[config.mk]
export PLATFORM = sky130hd
export DESIGN_NAME = terminate_issue_ctrl_flat
export DESIGN_NICKNAME = d
export VERILOG_FILES = /design/src/rtl/term_pkg.sv /design/src/rtl/terminate_issue_ctrl_if.sv /design/src/rtl/rr_arbiter.sv /design/src/rtl/terminate_issue_ctrl.sv /design/src/flat_wrapper.sv
export SDC_FILE = /design/constraint.sdc
export NUM_CORES = 1
export LEC_CHECK = 0
export ABC_AREA = 1
export CAP_MARGIN = 20
export CORE_MARGIN = 3
export CORE_UTILIZATION = 30
export CTS_CLUSTER_SIZE = 40
export DETAILED_ROUTE_END_ITERATION = 8
export GPL_TIMING_DRIVEN = 0
export PLACE_DENSITY = 0.72
export SYNTH_ARGS = -nofsm -noshare
export SYNTH_HDL_FRONTEND = slang
export SYNTH_SLANG_ARGS = --single-unit
export TNS_END_PERCENT = 1
[constraint.sdc]
create_clock -name clk -period 5.35 [get_ports clk]
set_clock_uncertainty 0.2 [all_clocks]
set_input_delay 0.535 -clock clk [delete_from_list [all_inputs] [get_ports clk]]
set_output_delay 0.535 -clock clk [all_outputs]
set_load 0.02 [all_outputs]
[src/rtl/term_pkg.sv]
// Shared types and constants for the terminate (branch/jump) issue controller.
package term_pkg;

    localparam logic [3:0] OP_TERM_ALWAYS = 4'b1111;
    localparam logic [3:0] OP_TERM_COND   = 4'b1110;

    // The op register carries tags up to this width; narrower TAG_W values are zero-extended.
    localparam int TERM_TAG_MAX_W = 8;

    typedef enum logic {
        ST_EMPTY  = 1'b0,
        ST_LOADED = 1'b1
    } op_state_e;

    typedef struct packed {
        logic [3:0]                opcode;
        logic [15:0]               reg_base_val;
        logic [3:0]                flag_index;
        logic [7:0]                flag_vals;
        logic [7:0]                offset;
        logic [3:0]                immediate;
        logic [TERM_TAG_MAX_W-1:0] tag;
    } term_op_t;

endpackage

[src/rtl/terminate_issue_ctrl_if.sv]
// Request bus from the reservation-station slots and result handshake toward redirect/ROB.
interface terminate_issue_ctrl_if #(
    parameter int NUM_REQ = 4,
    parameter int TAG_W   = 5
);
    logic [NUM_REQ-1:0]       req_valid;
    logic [4*NUM_REQ-1:0]     req_opcode;
    logic [16*NUM_REQ-1:0]    req_reg_base_val;
    logic [4*NUM_REQ-1:0]     req_flag_index;
    logic [8*NUM_REQ-1:0]     req_flag_vals;
    logic [8*NUM_REQ-1:0]     req_offset;
    logic [4*NUM_REQ-1:0]     req_immediate;
    logic [TAG_W*NUM_REQ-1:0] req_tag;
    logic [NUM_REQ-1:0]       req_grant;

    logic                     res_valid;
    logic                     res_ready;
    logic [TAG_W-1:0]         res_tag;
    logic                     res_taken;
    logic [15:0]              res_addr;

    // Handshakes: a slot transfers when req_valid[i] & req_grant[i] at a rising edge; a result
    // transfers when res_valid & res_ready at a rising edge. res_* are stable while res_valid & !res_ready.
    modport master (
        output req_valid, req_opcode, req_reg_base_val, req_flag_index, req_flag_vals,
               req_offset, req_immediate, req_tag, res_ready,
        input  req_grant, res_valid, res_tag, res_taken, res_addr
    );

    modport slave (
        input  req_valid, req_opcode, req_reg_base_val, req_flag_index, req_flag_vals,
               req_offset, req_immediate, req_tag, res_ready,
        output req_grant, res_valid, res_tag, res_taken, res_addr
    );
endinterface

[src/rtl/rr_arbiter.sv]
// Round-robin arbiter: first asserted request at or above ptr_i, wrapping, as one-hot plus index.
module rr_arbiter #(
    parameter int NUM_REQ = 4
) (
    input  logic [NUM_REQ-1:0]         req_i,
    input  logic [$clog2(NUM_REQ)-1:0] ptr_i,
    output logic [NUM_REQ-1:0]         grant_o,
    output logic [$clog2(NUM_REQ)-1:0] idx_o
);
    localparam int IDX_W = $clog2(NUM_REQ);

    logic             found;
    logic [IDX_W-1:0] j;

    always_comb begin
        grant_o = '0;
        idx_o   = '0;
        found   = 1'b0;
        j       = '0;
        for (int k = 0; k < NUM_REQ; k++) begin
            j = IDX_W'((int'(ptr_i) + k) % NUM_REQ);
            if (!found && req_i[j]) begin
                found      = 1'b1;
                grant_o[j] = 1'b1;
                idx_o      = j;
            end
        end
    end
endmodule

[src/rtl/terminate_issue_ctrl.sv]
// Issues terminate ops from NUM_REQ slots onto the shared terminate_pipeline and buffers one result.
// Optional macro TERM_PERF_CNT_EN adds taken / not-taken event counters.
module terminate_issue_ctrl
    import term_pkg::*;
#(
    parameter int NUM_REQ = 4,
    parameter int TAG_W   = 5
) (
    input  logic                         clk,
    input  logic                         rst_n,
    input  logic                         flush,
    terminate_issue_ctrl_if.slave        bus,
    output logic [3:0]                   tp_opcode,
    output logic [15:0]                  tp_reg_base_val,
    output logic [3:0]                   tp_flag_index,
    output logic [7:0]                   tp_flag_vals,
    output logic [7:0]                   tp_offset,
    output logic [3:0]                   tp_immediate,
    input  logic [15:0]                  tp_result_addr,
    input  logic                         tp_result_valid,
`ifdef TERM_PERF_CNT_EN
    output logic [15:0]                  perf_taken_cnt,
    output logic [15:0]                  perf_nottaken_cnt,
`endif
    output logic                         dbg_state_o,
    output logic [$clog2(NUM_REQ)-1:0]   dbg_rr_o
);
    localparam int IDX_W = $clog2(NUM_REQ);

    op_state_e        state_q;
    term_op_t         op_q, op_d;
    logic [IDX_W-1:0] rr_q, rr_d, arb_idx;
    logic [NUM_REQ-1:0] arb_req, arb_grant;
    logic             res_valid_q, res_taken_q;
    logic [TAG_W-1:0] res_tag_q;
    logic [15:0]      res_addr_q;
    logic             adv, can_issue, any_grant;
    logic             tag_unused;

    assign adv       = (state_q == ST_LOADED) && (!res_valid_q || bus.res_ready);
    // Reset is folded in so the grant is silent while rst_n is held low.
    assign can_issue = rst_n && !flush && ((state_q == ST_EMPTY) || adv);
    assign arb_req   = bus.req_valid & {NUM_REQ{can_issue}};
    assign any_grant = |arb_grant;

    rr_arbiter #(.NUM_REQ(NUM_REQ)) u_arb (
        .req_i   (arb_req),
        .ptr_i   (rr_q),
        .grant_o (arb_grant),
        .idx_o   (arb_idx)
    );

    always_comb begin
        op_d              = '0;
        op_d.opcode       = bus.req_opcode[4*int'(arb_idx) +: 4];
        op_d.reg_base_val = bus.req_reg_base_val[16*int'(arb_idx) +: 16];
        op_d.flag_index   = bus.req_flag_index[4*int'(arb_idx) +: 4];
        op_d.flag_vals    = bus.req_flag_vals[8*int'(arb_idx) +: 8];
        op_d.offset       = bus.req_offset[8*int'(arb_idx) +: 8];
        op_d.immediate    = bus.req_immediate[4*int'(arb_idx) +: 4];
        op_d.tag          = TERM_TAG_MAX_W'(bus.req_tag[TAG_W*int'(arb_idx) +: TAG_W]);
        rr_d              = (int'(arb_idx) == NUM_REQ - 1) ? '0 : arb_idx + IDX_W'(1);
    end

    // Flush drops both stages but leaves the round-robin pointer and op fields untouched.
    always_ff @(posedge clk or negedge rst_n) begin
        if (!rst_n) begin
            state_q     <= ST_EMPTY;
            op_q        <= '0;
            rr_q        <= '0;
            res_valid_q <= 1'b0;
            res_tag_q   <= '0;
            res_taken_q <= 1'b0;
            res_addr_q  <= '0;
        end else if (flush) begin
            state_q     <= ST_EMPTY;
            res_valid_q <= 1'b0;
        end else begin
            if (adv) begin
                res_valid_q <= 1'b1;
                res_tag_q   <= op_q.tag[TAG_W-1:0];
                res_taken_q <= tp_result_valid;
                res_addr_q  <= tp_result_valid ? tp_result_addr : 16'h0000;
            end else if (res_valid_q && bus.res_ready) begin
                res_valid_q <= 1'b0;
            end
            if (any_grant) begin
                op_q    <= op_d;
                state_q <= ST_LOADED;
                rr_q    <= rr_d;
            end else if (adv) begin
                state_q <= ST_EMPTY;
            end
        end
    end

    assign bus.req_grant   = arb_grant;
    assign bus.res_valid   = res_valid_q;
    assign bus.res_tag     = res_tag_q;
    assign bus.res_taken   = res_taken_q;
    assign bus.res_addr    = res_addr_q;

    assign tp_opcode       = op_q.opcode;
    assign tp_reg_base_val = op_q.reg_base_val;
    assign tp_flag_index   = op_q.flag_index;
    assign tp_flag_vals    = op_q.flag_vals;
    assign tp_offset       = op_q.offset;
    assign tp_immediate    = op_q.immediate;

    assign dbg_state_o     = (state_q == ST_LOADED);
    assign dbg_rr_o        = rr_q;
    assign tag_unused      = ^op_q.tag;

`ifdef TERM_PERF_CNT_EN
    logic [15:0] perf_taken_q, perf_nottaken_q;

    always_ff @(posedge clk or negedge rst_n) begin
        if (!rst_n) begin
            perf_taken_q    <= '0;
            perf_nottaken_q <= '0;
        end else if (adv && !flush) begin
            if (tp_result_valid) perf_taken_q    <= perf_taken_q + 16'd1;
            else                 perf_nottaken_q <= perf_nottaken_q + 16'd1;
        end
    end

    assign perf_taken_cnt    = perf_taken_q;
    assign perf_nottaken_cnt = perf_nottaken_q;
`endif
endmodule

[src/flat_wrapper.sv]
// flat-port wrapper written by rule: the top's interface ports become plain ports
module terminate_issue_ctrl_flat import term_pkg::*;
#(
    parameter int NUM_REQ = 4,
    parameter int TAG_W   = 5
)
  (clk, rst_n, flush, tp_opcode, tp_reg_base_val, tp_flag_index, tp_flag_vals, tp_offset, tp_immediate, tp_result_addr, tp_result_valid, dbg_state_o, dbg_rr_o, bus_req_valid, bus_req_opcode, bus_req_reg_base_val, bus_req_flag_index, bus_req_flag_vals, bus_req_offset, bus_req_immediate, bus_req_tag, bus_res_ready, bus_req_grant, bus_res_valid, bus_res_tag, bus_res_taken, bus_res_addr);
  terminate_issue_ctrl_if #(.NUM_REQ(NUM_REQ), .TAG_W(TAG_W)) bus_i ();
  input  logic clk;
  input  logic rst_n;
  input  logic flush;
  output logic [3:0] tp_opcode;
  output logic [15:0] tp_reg_base_val;
  output logic [3:0] tp_flag_index;
  output logic [7:0] tp_flag_vals;
  output logic [7:0] tp_offset;
  output logic [3:0] tp_immediate;
  input  logic [15:0] tp_result_addr;
  input  logic tp_result_valid;
  output logic dbg_state_o;
  output logic [$clog2(NUM_REQ)-1:0] dbg_rr_o;
  input wire logic [$bits(bus_i.req_valid)-1:0] bus_req_valid;
  input wire logic [$bits(bus_i.req_opcode)-1:0] bus_req_opcode;
  input wire logic [$bits(bus_i.req_reg_base_val)-1:0] bus_req_reg_base_val;
  input wire logic [$bits(bus_i.req_flag_index)-1:0] bus_req_flag_index;
  input wire logic [$bits(bus_i.req_flag_vals)-1:0] bus_req_flag_vals;
  input wire logic [$bits(bus_i.req_offset)-1:0] bus_req_offset;
  input wire logic [$bits(bus_i.req_immediate)-1:0] bus_req_immediate;
  input wire logic [$bits(bus_i.req_tag)-1:0] bus_req_tag;
  input wire logic [$bits(bus_i.res_ready)-1:0] bus_res_ready;
  output wire logic [$bits(bus_i.req_grant)-1:0] bus_req_grant;
  output wire logic [$bits(bus_i.res_valid)-1:0] bus_res_valid;
  output wire logic [$bits(bus_i.res_tag)-1:0] bus_res_tag;
  output wire logic [$bits(bus_i.res_taken)-1:0] bus_res_taken;
  output wire logic [$bits(bus_i.res_addr)-1:0] bus_res_addr;
  assign bus_i.req_valid = bus_req_valid;
  assign bus_i.req_opcode = bus_req_opcode;
  assign bus_i.req_reg_base_val = bus_req_reg_base_val;
  assign bus_i.req_flag_index = bus_req_flag_index;
  assign bus_i.req_flag_vals = bus_req_flag_vals;
  assign bus_i.req_offset = bus_req_offset;
  assign bus_i.req_immediate = bus_req_immediate;
  assign bus_i.req_tag = bus_req_tag;
  assign bus_i.res_ready = bus_res_ready;
  assign bus_req_grant = bus_i.req_grant;
  assign bus_res_valid = bus_i.res_valid;
  assign bus_res_tag = bus_i.res_tag;
  assign bus_res_taken = bus_i.res_taken;
  assign bus_res_addr = bus_i.res_addr;
  terminate_issue_ctrl #(.NUM_REQ(NUM_REQ), .TAG_W(TAG_W)) u_core (.clk(clk), .rst_n(rst_n), .flush(flush), .bus(bus_i), .tp_opcode(tp_opcode), .tp_reg_base_val(tp_reg_base_val), .tp_flag_index(tp_flag_index), .tp_flag_vals(tp_flag_vals), .tp_offset(tp_offset), .tp_immediate(tp_immediate), .tp_result_addr(tp_result_addr), .tp_result_valid(tp_result_valid), .dbg_state_o(dbg_state_o), .dbg_rr_o(dbg_rr_o));
endmodule
==> reports/metrics.cfg, run 1 <==
[drt]
drtPass1Iterations=5
drtIter0Drc=429
drc=0
totalWireLength_um=23800
drtAntennaViolNets=0
vias_per_cell=4.49
vias=7258
post_drt_wl_per_cell_um=14.7

[synthesis]
synthFlopType=dfrtp_1
syn_area_um2=6380
synth_top_area_frac=0.294
synthArstFlopShare=1.00
synth_top_cells_by_area=dfrtp_1, nand2_1, nand3_1
yosys-top-cells-count=nand2_1, nand3_1, inv_1
ys_types=28
yosys.area_share.simple=0.457
yosys.area.top_type=dfrtp_1
ys_ff_latch=75
ys_warn_count=0
synth_top_family_by_area=simple AND/OR/NAND/NOR gates
synth_most_common_cell=nand2_1
synth_compound_area_frac=0.00903
synthCells=1034
synth_enable_flop_cells=0
postSynthAreaPerCell_um2=6.17
yosys.area_share.xor_xnor=0.00137
synth_fa_ha_area_frac=0.00981
synthMuxAreaShare=0
synth_fp_nets=1260
yosysSeqAreaShare=0.294

[cts]
clkLatencyLatePin_ns=0.34
cts-resized-gates=0
cts_tree=built
clk_pin_slew_ns=0.06
clock_path_buffers=2
ctsRootBufferMaster=clkbuf_16
post_cts.repair.setup_buffers=0
numCtsBuffers=9
cts.sinks=75
htree_levels=3

[setup_path]
startpoint_type=input pin
critical_path.startpoint=rst_n
worstSetupEndpointType=output pin
path_class=input pin to output pin
path_max_fanout=49
ff2ff_setup_slack_ns=2.07
reg2regPathDepth=18
timing.rr.end=u_core.tp_flag_index[1]
required_ns=4.62
critical_path_arrival_ns=3.69

[worst_hold_path]
hold_end=u_core.bus.res_tag[1]
hold_path.class=flip-flop to flip-flop
hold_depth=2
hold_start=u_core.bus.res_tag[1]

[timing]
min_period_over_period=0.827
min_period_ns=4.42
layout_setup_ws_ns=0.926
hold_violations=0
grt_setup_unrepaired=no
worst_pin_slew_ns=0.653
relSlewSlack=0.565
fmax_ghz=0.226
setup_viol=0
finalMaxSlewViolations=0

[floorplan]
die_w_um=152
start_util=0.310
rows=52
die_h_um=152
core-area_um2=20600
dieArea_um2=23000
ioPinCount=295

[run]
maxCapViolCount=0

[global_route]
grt_max_degree=50
grt_use_total=0.200
antenna_found_initial=0
grt_pass1_vias=6926
grt_pass1_wl_um=35900
grt_overflow=0

[placement]
place_ws_ns=1.41
globalplace.congestion=0.886
dpl.hpwl_um=18700
port_buffers=293

[outcome]
status=finished clean

[cells_and_area]
area_growth_pct=56.3
fin_nets=1566
drive_gt1_frac=0.109
diodes=0

registers in the layout, summed over array words and instances, names as in the netlist, named ones only:
signal	flops
u_core.dbg_rr_o	1
u_core.tp_opcode	4
u_core.op_q	5
u_core.tp_reg_base_val	16
u_core.bus.res_valid	1
u_core.tp_flag_vals	8
u_core.bus.res_tag	5
u_core.bus.res_addr	16
u_core.dbg_state_o	1
u_core.tp_offset	8
u_core.bus.res_taken	1
u_core.tp_immediate	4
u_core.tp_flag_index	4
routing by layer:
metal | wire (um) | vias up | GRT usage
met3 | 1780 | 25 | 0.0506
met4 | 372 | 0 | 0.0539
li1 | - | 3690 | -
met1 | 9940 | 3291 | 0.247
met5 | 0 | - | 0
met2 | 11700 | 252 | 0.347
per-stage QoR:
| stage | hold WS (ns) | instance area, um2 | setup TNS [ns] | instances | util |
|---|---|---|---|---|---|
| after floorplan | 0.0394 | 6380 | 0 | 1034 | - |
| final | 0.270 | 9960 | 0 | 1615 | 0.485 |
| after detailed placement | 0.259 | 9670 | 0 | 1598 | 0.470 |
| after global placement | 0.252 | 9650 | -56.37 | 1597 | 0.469 |
| after CTS | 0.276 | 9960 | 0 | 1615 | 0.485 |
| after global routing | 0.297 | 9960 | 0 | 1615 | 0.485 |
worst max-delay path by stage:
| stage | endpoint | slack, ns | cells past startpoint |
|---|---|---|---|
| after floorplan | u_core.dbg_rr_o[1] | 2.54 | 15 |
| after global placement | bus_req_grant[2] | -1.31 | 12 |
| after detailed placement | bus_req_grant[3] | 1.41 | 13 |
| after CTS | bus_req_grant[3] | 0.85 | 14 |
| after global routing | bus_req_grant[1] | 0.59 | 14 |
| final | bus_req_grant[3] | 0.93 | 14 |
placed cells by master, fill, tap and decap left out, types with 15 or more instances in the layout:
cell | synthesis | final
nand3_1 | 218 | 218
nand3_2 | 15 | 15
nand2_1 | 370 | 370
clkdlybuf4s50_1 | 0 | 292
buf_2 | 31 | 31
dfrtp_1 | 75 | 75
buf_4 | 47 | 48
inv_1 | 203 | 203
repair_timing:
item                                    4_1_cts  5_1_grt
endpoints found under the hold margin        27        0
endpoints found under the setup margin        0        0
hold buffers                                  1        0
cell families after synthesis:
logic type / after synthesis
and+or+nand+nor: 635
buffers and inverters: 309
DFF: 75
AOI/OAI and AO/OA: 9
adders and majority gates: 5
xor gates and xnor gates: 1
critical path, stage by stage:
cell             delay, ns
dlygate4sd3_1         0.53
buf_4                 0.37
buf_16                0.29
inv_1                 0.12
nor2_4                0.21
nand3_2               0.13
nand2_2               0.09
nand3_1               0.07
nand2_1               0.16
inv_2                 0.13
nor2_1                0.20
nand2_1               0.07
nand3_1               0.12
clkdlybuf4s50_1       0.64
final cells by class:
class | instances | area [um2]
timing repair buffer | 295 | 2970
sequential | 75 | 1880
multi-input combinational | 650 | 3040
clock inverter | 7 | 57.6
fill | 2129 | 10600
clock buffer | 9 | 225
tap | 270 | 338
inverter | 207 | 782
buffer | 102 | 677
Power of run 1 is not shown: default switching activity piles up to over one toggle a cycle in this logic, so the estimate is an artifact.
==> inputs of run 2 (changes only) <==
- clock period: 5.35 -> 4.6 ns (I/O delays scaled with it)
==> reports/metrics.cfg, run 2 (synthesized netlist as in run 1, its figures left out) <==
[cells_and_area]
fill_cells=2130
layout_commonest_cell=nand2_1
final_cell_mix=nand2_1, clkdlybuf4s50_1, nand3_1
fin_nets=1566
diodes=0
area_growth_pct=56.3
drive_gt1_frac=0.109
fin_area_um2=9970

[floorplan]
rows=52
dieArea_um2=23000
start_util=0.310
die_w_um=152
die_h_um=152
ioPinCount=295
core-area_um2=20600

[setup_path]
critical_path_arrival_ns=3.54
worstSetupEndpointType=output pin
required_ns=3.94
startpoint_type=input pin
path_class=input pin to output pin
path_max_fanout=49

[timing]
min_period_over_period=0.912
grt_setup_unrepaired=no
holdWs_ns=0.270
fin_tns_setup_ns=0
min_period_ns=4.20
worst_pin_slew_ns=0.654
relSlewSlack=0.564
setup_viol=0
finalMaxSlewViolations=0
fmax_ghz=0.238
hold_violations=0
layout_setup_ws_ns=0.405

[global_route]
antenna_found_initial=0
grt_overflow=0
grt_pass1_vias=6926
grt_max_degree=50
grt_pass1_wl_um=35900
grt_use_total=0.200

[drt]
drc=0
totalWireLength_um=23800
post_drt_wl_per_cell_um=14.7
drtIter0Drc=429
drtPass1Iterations=5
vias_per_cell=4.49
drtAntennaViolNets=0
vias=7255

[placement]
globalplace.congestion=0.886
placed_cell_area_um2=9670
port_buffers=293
place_ws_ns=0.812
dpl.hpwl_um=18700

[cts]
cts.sinks=75
post_cts.repair.setup_buffers=0
numCtsBuffers=9
clock_path_buffers=2
clk_pin_slew_ns=0.06
clkLatencyLatePin_ns=0.34
ctsRootBufferMaster=clkbuf_16
htree_levels=3
cts_tree=built

[run]
maxCapViolCount=0

[outcome]
status=finished clean

[worst_hold_path]
hold_path.class=flip-flop to flip-flop

-- run 2: changes by cell type in the layout (fill, tap and decap cells not counted) --
cell | before | now
buf_4 | 48 | 47
buf_6 | 9 | 10
-- run 2: worst paths after layout --
path / from / to / slack [ns] / depth (start not counted)
setup reg to reg: flip-flop / u_core.tp_flag_index[1] / 1.30 / 18
min in group asynchronous: rst_n / u_core.tp_reg_base_val[12] / 0.35 / 2
max in group asynchronous: rst_n / u_core.tp_opcode[2] / 3.30 / 3
setup / recovery: rst_n / bus_req_grant[3] / 0.40 / 14
hold / removal: u_core.bus.res_tag[1] / u_core.bus.res_tag[1] / 0.27 / 2
hold reg to reg: u_core.bus.res_tag[1] / u_core.bus.res_tag[1] / 0.27 / 2
-- run 2: repair_timing --
action                     4_1_cts  5_1_grt
resized for setup                0        1
hold endpoints to repair        27        0
hold buffers                     1        0
setup endpoints to repair        0        3
-- run 2: metrics by stage --
stage | utilization | std cells
floorplan | - | 1034
global placement | 0.469 | 1597
detailed placement | 0.470 | 1598
CTS | 0.485 | 1615
global route | 0.485 | 1615
finish | 0.485 | 1615
-- run 2: area by class of cell --
cell class                      instances  area, um2  share of cell area
Tap cell                              270        338              0.0339
Buffer                                102        677              0.0679
Sequential cell                        75       1880               0.188
Multi-Input combinational cell        650       3040               0.305
Inverter                              207        782              0.0784
Timing Repair Buffer                  295       2970               0.298
Clock buffer                            9        225              0.0226
Clock inverter                          7       57.6             0.00577
-- run 2: routing by layer --
metal,vias up,global-route usage,wire length (um)
li1,3690,-,-
met4,0,0.0539,336
met1,3300,0.247,9990
met5,-,0,0
met2,243,0.347,11700
met3,22,0.0506,1730
-- run 2: critical path: stages --
cell and delay [ns]:
dlygate4sd3_1 0.54, buf_6 0.29, buf_16 0.28, inv_1 0.12, nor2_4 0.21, nand3_2 0.13, nand2_2 0.09, nand3_1 0.07
nand2_1 0.16, inv_2 0.13, nor2_1 0.20, nand2_1 0.07, nand3_1 0.12, clkdlybuf4s50_1 0.64
Power of run 2 is left out for the same reason.
==> inputs of run 3 (changes only) <==
- SKIP_CTS_REPAIR_TIMING: default -> 1
==> reports/metrics.cfg, run 3 (synthesized netlist as in run 1, its figures left out) <==
[outcome]
status=finished clean

[setup_path]
path_cells=dlygate4sd3_1, buf_4, buf_16, inv_1, nor2_4, nand3_2, nand2_2, nand3_1, nand2_1, inv_2, nor2_1, nand2_1, nand3_1, clkdlybuf4s50_1
slowest_stage=clkdlybuf4s50_1
path_max_fanout=49
critical_path.startpoint=rst_n
reg2regPathDepth=18
critical_path_arrival_ns=3.35
startpoint_type=input pin
cpPeakStageDelay_ns=0.64
worstSetupEndpointType=output pin
required_ns=3.94
path_class=input pin to output pin

[drt]
totalWireLength_um=23800
met3_length_um=1760
vias=7292
vias_per_cell=4.51
drtPass1Iterations=5
met2_length_um=11700
drc=0
drtAntennaViolNets=0
routed.top_layer=met4
post_drt_wl_per_cell_um=14.7
met1Wirelength_um=9950
drtIter0Drc=388

[placement]
placed_cell_area_um2=9670
dpl.hpwl_um=18700
globalplace.congestion=0.886
port_buffers=293
place_ws_ns=0.812

[timing]
finalMaxSlewViolations=0
layout_setup_ws_ns=0.585
fin_tns_setup_ns=0
worst_pin_slew_ns=0.655
hold_violations=0
grt_setup_unrepaired=no
setup_viol=0
fmax_ghz=0.249
relSlewSlack=0.564
min_period_ns=4.01
min_period_over_period=0.873

[floorplan]
core-area_um2=20600
dieArea_um2=23000
rows=52
start_util=0.310
ioPinCount=295
die_w_um=152
die_h_um=152

[cells_and_area]
fin_nets=1567
fin_area_um2=9980
final_cell_mix=nand2_1, clkdlybuf4s50_1, nand3_1
drive_gt1_frac=0.109
area_growth_pct=56.6
diodes=0
post-route-util=0.486
layout_commonest_cell=nand2_1

[global_route]
grt_pass1_wl_um=35800
antenna_found_initial=0
grt_use_total=0.200
grt_pass1_vias=6924
grt_overflow=0
grt_max_degree=50

[cts]
clock_path_buffers=2
clkLatencyLatePin_ns=0.34
cts_tree=built
htree_levels=3
cts.sinks=75
clk_pin_slew_ns=0.06
ctsRootBufferMaster=clkbuf_16
numCtsBuffers=9

[run]
maxCapViolCount=0

[worst_hold_path]
hold_start=u_core.bus.res_tag[1]
hold_depth=2
hold_path.class=flip-flop to flip-flop

## run 3: cell types whose count changed in the layout (fill, tap and decap cells not counted), sizes merged
cell / change
buf: +1
## run 3: through the flow
stage | instances | hold WS, ns
2_1_floorplan | 1034 | -0.0356
3_3_place_gp | 1597 | 0.252
3_5_place_dp | 1598 | 0.221
4_1_cts | 1614 | -0.155
5_1_grt | 1616 | 0.297
6_report | 1616 | 0.270
## run 3: cell type report
cell class | instances | area (um2)
fill | 2127 | 10600
multi-input combinational | 650 | 3040
timing repair buffer | 296 | 2990
sequential | 75 | 1880
inverter | 207 | 782
buffer | 102 | 677
tap | 270 | 338
clock buffer | 9 | 225
clock inverter | 7 | 57.6
## run 3: final timing paths
check / end / slack, ns
setup / recovery: bus_req_grant[3] / 0.59
hold / removal: u_core.bus.res_tag[1] / 0.27
hold reg to reg: u_core.bus.res_tag[1] / 0.27
min in group asynchronous: u_core.tp_reg_base_val[12] / 0.44
setup reg to reg: u_core.tp_flag_index[1] / 1.30
max in group asynchronous: u_core.tp_opcode[2] / 3.49
## run 3: critical path: cells and delay by family
| kind | cells | cell delay (ns) |
|---|---|---|
| buf+inv | 6 | 1.82 |
| simple gates | 8 | 1.05 |
## run 3: routing by layer
metal  vias up  track usage
li1       3690            -
met1      3333        0.247
met2       246        0.346
met3        23       0.0506
met4         0       0.0539
met5         -            0
Power of run 3 is left out for the same reason.
